$ cat src/rtl/mem_port_arbiter.sv
`default_nettype none
// mem_port_arbiter (rev 1.0): shares one single-port memory between instruction fetch
// and load/store, data-first with a bounded data streak and a hung-memory timeout.
module mem_port_arbiter #(
  parameter int ADDR_W       = 32,
  parameter int DATA_W       = 32,
  parameter int MAX_D_STREAK = 4,
  parameter int TIMEOUT      = 255
) (
  input  logic                clock,
  input  logic                reset,
  input  logic                if_req,
  input  logic [ADDR_W-1:0]   if_addr,
  output logic                if_ack,
  output logic [DATA_W-1:0]   if_rdata,
  input  logic                d_req,
  input  logic                d_we,
  input  logic [DATA_W/8-1:0] d_be,
  input  logic [ADDR_W-1:0]   d_addr,
  input  logic [DATA_W-1:0]   d_wdata,
  output logic                d_ack,
  output logic [DATA_W-1:0]   d_rdata,
  output logic                err,
  output logic                mem_req,
  output logic                mem_we,
  output logic [DATA_W/8-1:0] mem_be,
  output logic [ADDR_W-1:0]   mem_addr,
  output logic [DATA_W-1:0]   mem_wdata,
  input  logic [DATA_W-1:0]   mem_rdata,
  input  logic                mem_ack,
  output logic                owner,
  output logic                busy
);

  localparam int BE_W = DATA_W / 8;

  typedef enum logic [1:0] {
    S_IDLE = 2'd0,
    S_BUSY = 2'd1,
    S_RESP = 2'd2
  } state_t;

  state_t              state_q;
  logic [3:0]          streak_q;
  logic [7:0]          tmo_q;
  logic                if_ack_q;
  logic                d_ack_q;
  logic                err_q;
  logic [DATA_W-1:0]   if_rdata_q;
  logic [DATA_W-1:0]   d_rdata_q;
  logic                mem_req_q;
  logic                mem_we_q;
  logic [BE_W-1:0]     mem_be_q;
  logic [ADDR_W-1:0]   mem_addr_q;
  logic [DATA_W-1:0]   mem_wdata_q;
  logic                owner_q;

  logic grant_d_d;
  logic grant_if_d;
  logic tmo_hit_d;

  // Data wins unless it has already taken MAX_D_STREAK grants in a row over a waiting fetch.
  assign grant_d_d  = d_req && (!if_req || (streak_q < 4'(MAX_D_STREAK)));
  assign grant_if_d = !grant_d_d && if_req;
  assign tmo_hit_d  = (TIMEOUT != 0) && (({1'b0, tmo_q} + 9'd1) == 9'(TIMEOUT));

  always_ff @(posedge clock or negedge reset) begin
    if (!reset) begin
      state_q     <= S_IDLE;
      streak_q    <= '0;
      tmo_q       <= '0;
      if_ack_q    <= 1'b0;
      d_ack_q     <= 1'b0;
      err_q       <= 1'b0;
      if_rdata_q  <= '0;
      d_rdata_q   <= '0;
      mem_req_q   <= 1'b0;
      mem_we_q    <= 1'b0;
      mem_be_q    <= '0;
      mem_addr_q  <= '0;
      mem_wdata_q <= '0;
      owner_q     <= 1'b0;
    end else begin
      if_ack_q <= 1'b0;
      d_ack_q  <= 1'b0;
      case (state_q)
        S_IDLE: begin
          if (grant_d_d || grant_if_d) begin
            mem_req_q <= 1'b1;
            owner_q   <= grant_d_d;
            tmo_q     <= '0;
            state_q   <= S_BUSY;
            if (grant_d_d) begin
              mem_we_q    <= d_we;
              mem_be_q    <= d_be;
              mem_addr_q  <= d_addr;
              mem_wdata_q <= d_wdata;
              if (!if_req) begin
                streak_q <= '0;
              end else if (streak_q < 4'(MAX_D_STREAK)) begin
                streak_q <= streak_q + 4'd1;
              end
            end else begin
              mem_we_q    <= 1'b0;
              mem_be_q    <= '0;
              mem_addr_q  <= if_addr;
              mem_wdata_q <= '0;
              streak_q    <= '0;
            end
          end
        end
        S_BUSY: begin
          if (mem_ack || tmo_hit_d) begin
            mem_req_q <= 1'b0;
            err_q     <= !mem_ack;
            state_q   <= S_RESP;
            if (owner_q) begin
              d_ack_q   <= 1'b1;
              d_rdata_q <= mem_ack ? mem_rdata : '0;
            end else begin
              if_ack_q   <= 1'b1;
              if_rdata_q <= mem_ack ? mem_rdata : '0;
            end
          end else begin
            tmo_q <= tmo_q + 8'd1;
          end
        end
        S_RESP: begin
          // Requests are ignored here so the requester can drop req after its ack.
          err_q   <= 1'b0;
          state_q <= S_IDLE;
        end
        default: state_q <= S_IDLE;
      endcase
    end
  end

  assign if_ack    = if_ack_q;
  assign d_ack     = d_ack_q;
  assign err       = err_q;
  assign if_rdata  = if_rdata_q;
  assign d_rdata   = d_rdata_q;
  assign mem_req   = mem_req_q;
  assign mem_we    = mem_we_q;
  assign mem_be    = mem_be_q;
  assign mem_addr  = mem_addr_q;
  assign mem_wdata = mem_wdata_q;
  assign owner     = owner_q;
  assign busy      = (state_q != S_IDLE);

endmodule
`default_nettype wire

$ cat config.mk
export PLATFORM = sky130hd
export DESIGN_NAME = mem_port_arbiter
export DESIGN_NICKNAME = d
export VERILOG_FILES = /design/src/rtl/mem_port_arbiter.sv
export SDC_FILE = /design/constraint.sdc
export NUM_CORES = 1
export LEC_CHECK = 0
export BUFFER_PORTS_ARGS = -buffer_cell sky130_fd_sc_hd__buf_2
export CORE_MARGIN = 2
export CORE_UTILIZATION = 51
export CTS_BUF_LIST = sky130_fd_sc_hd__clkbuf_16
export DETAILED_ROUTE_END_ITERATION = 6
export PLACE_DENSITY_LB_ADDON = 0.08
export REMOVE_ABC_BUFFERS = 1
export SYNTH_ARGS = -nofsm -noshare
export SYNTH_HDL_FRONTEND = slang
export SYNTH_SLANG_ARGS = --single-unit
export TNS_END_PERCENT = 50
$ cat constraint.sdc
create_clock -name clock -period 4.5 [get_ports clock]
set_input_delay 0.9 -clock clock [delete_from_list [all_inputs] [get_ports clock]]
set_output_delay 0.9 -clock clock [all_outputs]
set_load 0.01 [all_outputs]
== Yosys cells after proc, flatten, opt, wreduce, memory -nomap -nowiden ==
Cells that the tools add are included.

* Bitwise logic cells: 1
* Add/subtract/negate cells: 3
* Mux-type cells: 25
* Divide/modulo/power cells: 0
* Magnitude comparators: 1
* Multiply operators: 0
* Shifts and indexed selects: 0
* Eq/ne operators: 7
* Reduce and logical (&&, ||, !) cells: 20

{| class="wikitable"
|+ Operator list
! kind !! number
|-
| $mux 32 || 3
|-
| $mux 4 || 4
|-
| $mux 8 || 2
|-
| $pmux 8 s2 || 1
|-
| $reduce_and 3->1 || 5
|-
| $mux 1 || 10
|-
| $add 8x1->9 const B || 1
|-
| $eq 9x8->1 const B || 1
|-
| $add 8x1->8 const B || 1
|-
| $ne 2x2->1 const B || 3
|-
| $reduce_and 2->1 || 3
|-
| $reduce_bool 2->1 || 3
|-
| $add 4x1->4 const B || 1
|-
| $lt 4x3->1 const B || 1
|-
| $mux 2 || 2
|-
| $pmux 1 s2 || 2
|-
| $pmux 2 s2 || 1
|-
| $logic_not 1->1 || 3
|-
| $logic_or 1x1->1 || 3
|-
| $ne 3x2->1 const B || 1
|-
| $eq 2x1->1 const B || 1
|-
| $eq 2x2->1 const B || 1
|-
| $logic_and 1x1->1 || 2
|-
| $logic_not 2->1 || 1
|-
| $not 1->1 || 1
|}

* Bits in latches: 0
* Logic and storage cells: 71
* Register bits: 152
* Output and inout bits: 139
* Memories kept: 0
* Input bits: 138
* ROM bits: 0
* Memory bits (writable): 0

== Logic depth before layout (Yosys ltp) ==
* Depth in word-level cells: 8
* Depth in mapped cells: 9

== Worst setup path before layout ==
No wires, ideal clock.

* Path kind: input -> register
* Start point: input port if_req
* End point: register tmo_q[1]
* Arrival time: 1908 ps
* Path slack: 2496 ps
* Stages on the path: 5
* Path through: o21ai_0 > clkbuf_1 > clkbuf_1 > nand3_1 > o31ai_1

* Cells in the longest elaborated chain, start to end: 8

{| class="wikitable"
|+ RTL lines
! item !! line !! source
|-
| start, declared || 12 || <nowiki>input logic if_req,</nowiki>
|-
| $logic_not 1->1 || -- ||
|-
| $logic_or 1x1->1 || 63 || <nowiki>assign grant_d_d = d_req && (!if_req || (streak_q < 4'(MAX_D_STREAK)));</nowiki>
|-
| $logic_and 1x1->1 || 63 ||
|-
| $logic_not 1->1 || 64 || <nowiki>assign grant_if_d = !grant_d_d && if_req;</nowiki>
|-
| $logic_and 1x1->1 || 64 ||
|-
| $logic_or 1x1->1 (*) || 88 || <nowiki>if (grant_d_d || grant_if_d) begin</nowiki>
|-
| $ne 2x2->1 (no line) (*) || -- ||
|-
| $reduce_and 3->1 (no line) (*) || -- ||
|-
| end signal, assigned || 125 || <nowiki>tmo_q <= tmo_q + 8'd1;</nowiki>
|-
| end, declared || 45 || <nowiki>logic [7:0] tmo_q;</nowiki>
|}

Every way passes the cells marked *; elsewhere a longest branch is shown, timed or not.
A chain may end at the register's enable or synchronous reset.

== Worst setup path in the final report ==
* Start point: register tmo_q[0]
* End point: register d_rdata_q[19] (netlist: d_rdata[19])

* Cells in the longest elaborated chain, start to end: 4

{| class="wikitable"
|+ RTL lines
! item !! line !! source
|-
| $add 8x1->9 || 65 || <nowiki>assign tmo_hit_d = (TIMEOUT != 0) && (({1'b0, tmo_q} + 9'd1) == 9'(TIMEOUT));</nowiki>
|-
| $eq 9x8->1 || 65 ||
|-
| $logic_or 1x1->1 || 113 || <nowiki>if (mem_ack || tmo_hit_d) begin</nowiki>
|-
| $reduce_and 3->1 (no line) || -- ||
|-
| end signal, assigned || 119 || <nowiki>d_rdata_q <= mem_ack ? mem_rdata : '0;</nowiki>
|-
| end, declared || 50 || <nowiki>logic [DATA_W-1:0] d_rdata_q;</nowiki>
|}

No other way between the ends.

==> flow_metrics.py <==
metrics = {
    "outcome": {
        "status": "finished clean",
    },
    "detailed_routing": {
        "drt_iter0_drc": 404,
        "avgViaCountPerCell": 5.31,
        "dr.pass1.iters": 5,
        "via_count": 5534,
        "drc": 0,
        "final_antenna_net_count": 0,
        "wire_per_inst_um": 16.2,
        "wl_um": 16900,
    },
    "placement": {
        "routabilityCongestion": 0.795,
        "portBuffers": 276,
        "dp_hpwl_um": 12000,
        "pre_cts_slack_ns": 1.82,
        "placed_area_um2": 7720,
        "dp_cells": 1010,
    },
    "global_routing": {
        "grt_max_degree": 97,
        "grt_util_met2_pct": 43.1,
        "overflow": 0,
        "use_met3_pct": 7.64,
        "grt_pass1_vias": 5472,
        "antenna_found_initial": 1,
        "grt_usage_pct": 26.3,
        "grt_busiest_layer": "met2",
        "grt_pass1_wl_um": 27200,
        "use_met1_pct": 32.6,
    },
    "layout": {
        "seqCellArea_um2": 3800,
        "final_common_cell": "buf_2",
        "multi_input_area_um2": 2240,
        "final_cells": 1043,
        "final_cell_area_um2": 8380,
        "nNetsFinal": 1023,
        "drive_gt1_share_pct": 36.5,
        "n_fill_cell": 973,
        "postLayoutCoreUtil_pct": 69.8,
        "final_cell_mix": "buf_2, nand2_1, dfrtp_1",
        "syn_to_final_growth_pct": 33.1,
    },
    "sta": {
        "skew_ns": 0.00883,
        "post-route-period-util_pct": 59.2,
        "final.setup.tns_ns": 0,
        "hold_violations": 0,
        "setup_slack_ns": 1.84,
        "fmax_ghz": 0.376,
        "slew_violations": 0,
        "fin_crit_ns": 2.66,
        "tightest_slew_ns": 1.12,
        "maxSlewHeadroom_pct": 25.2,
        "setup_viol": 0,
        "rsz0062_at_grt": "false",
        "whs_ns": 0.478,
    },
    "logic_synthesis": {
        "netlist_instances": 625,
        "synth_area_um2": 6300,
        "netlist-cell-type-count": 39,
        "synth_edf_count": 0,
        "synth-seq-cells": 152,
        "synth_ff_type": "dfrtp_1",
        "avgSynthCellArea_um2": 10.1,
        "yosysSeqAreaShare_pct": 60.4,
        "synth-async-reset-ratio_pct": 100,
        "ys_warn_count": 0,
    },
    "worst_hold_path": {
        "holdCritPathClass": "flop to flop",
    },
    "setup_path": {
        "crit_type": "flop to flop",
        "cp_slowest_cell": "nand3_2",
        "worst_setup_path_start_kind": "flop",
        "crit_chain": "ha_1, nand2b_1, nor3_1, nor3_4, o21bai_2, nand3_2, o2bb2ai_1",
        "max_stage_delay_ns": 0.63,
        "worstPathRequired_ns": 4.78,
        "worstPathMaxFanout": 33,
        "cp-end-kind": "flop",
        "cp_data_arrival_time_ns": 2.95,
    },
    "clock_network": {
        "cts_tree": "done",
        "clk_latency_ns": 0.42,
        "cts-buffers-inserted": 17,
        "clockRootBuffer": "clkbuf_16",
        "clock_path_buffers": 2,
        "htree_levels": 4,
        "cts_setup_buffers": 0,
        "clk_pin_slew_ns": 0.06,
        "post_cts_resize_count": 0,
        "holdBufCountCts": 0,
        "clock-sinks": 152,
    },
    "floorplan": {
        "die_area_um2": 13300,
        "ios": 277,
        "fp.dieW_um": 115,
        "coreArea_um2": 12000,
        "initial_utilization_pct": 52.4,
        "die_h_um": 115,
        "row_count": 40,
    },
    "power": {
        "pwr_density_cell_nw_per_um2": 736,
        "vdd_drop_max_v": 0.000325,
        "finalPower_mw": 6.17,
        "power_leakage_nw": 4.25,
    },
    "flow_run": {
        "maxCapViolCount": 0,
    },
}
cell usage after synthesis, types with 2 or more instances:
cell,instances,area share (%)
o21ai_0,45,3.6
a21oi_1,2,0.16
buf_6,7,1.3
and2_1,3,0.30
o211ai_1,2,0.24
nand3_1,7,0.56
nand3_2,2,0.32
inv_1,10,0.60
nor3_1,3,0.24
a211o_1,2,0.28
nor2_1,43,2.6
nand4_1,4,0.40
buf_1,4,0.24
nand2b_1,3,0.30
a21o_1,2,0.24
clkbuf_1,32,1.9
o31ai_1,2,0.24
a31oi_1,33,3.3
buf_2,3,0.24
dfrtp_1,152,60
o2bb2ai_1,64,8.9
nand2_1,180,11
ha_1,3,0.60
and3_1,2,0.20
flip-flops by register name (all words and copies together), names as in the netlist, 2 cells and up:
| signal | flops |
|---|---|
| d_rdata | 32 |
| if_rdata | 32 |
| mem_addr | 32 |
| mem_wdata | 32 |
| tmo_q | 8 |
| mem_be | 4 |
| streak_q | 4 |
| state_q | 2 |
worst paths after layout:
check	cells after the start	slack, ns	startpoint	end
max	7	1.84	tmo_q[0]$_DFFE_PN0P_	d_rdata[19]$_DFFE_PN0P_
min	2	0.48	mem_wdata[28]$_DFFE_PN0P_	mem_wdata[28]$_DFFE_PN0P_
max reg2reg	7	1.84	tmo_q[0]$_DFFE_PN0P_	d_rdata[19]$_DFFE_PN0P_
min reg2reg	2	0.48	mem_wdata[28]$_DFFE_PN0P_	mem_wdata[28]$_DFFE_PN0P_
max in group asynchronous	2	2.97	reset	mem_addr[0]$_DFFE_PN0P_
min in group asynchronous	1	0.57	reset	d_rdata[13]$_DFFE_PN0P_
logic make-up (layout without fill, tap and decap cells):
kind of cell / after synthesis / after routing / synth area share, %
AO/OA/AOI/OAI: 158 / 158 / 17.9
adder cells (fa/ha/maj): 3 / 3 / 0.596
flip-flops: 152 / 152 / 60.4
other: 0 / 1 / 0
buffers and inverters: 57 / 327 / 4.35
AND/OR/NAND/NOR: 255 / 255 / 16.8
metal layers:
metal / vias to the layer above / part of all wire [%]
met1: 2589 / 40
met3: 34 / 7.8
met5: - / 0
met2: 242 / 49
li1: 2669 / -
met4: 0 / 2.9
power by group:
group | total (mW) | switching [mW] | internal [mW]
logic | 2.21 | 1.30 | 0.905
registers | 2.38 | 0.382 | 2.00
clock network | 1.58 | 0.547 | 1.03
area by class of cell:
class / instances / area share (%)
timing repair buffer: 285 / 17.4
antenna: 1 / 0.0299
clock buffer: 17 / 5.08
tap: 147 / 2.20
clock inverter: 15 / 2.78
multi-input combinational: 416 / 26.7
inverter: 10 / 0.448
sequential: 152 / 45.4
critical path: cells and delay by family, from the launching register on:
kind            cells  cell delay [ns]
compound gates      2             0.57
fa+ha+maj           1             0.27
flops               1             0.43
simple gates        4             1.25
Power figures use the tool's default switching activity.
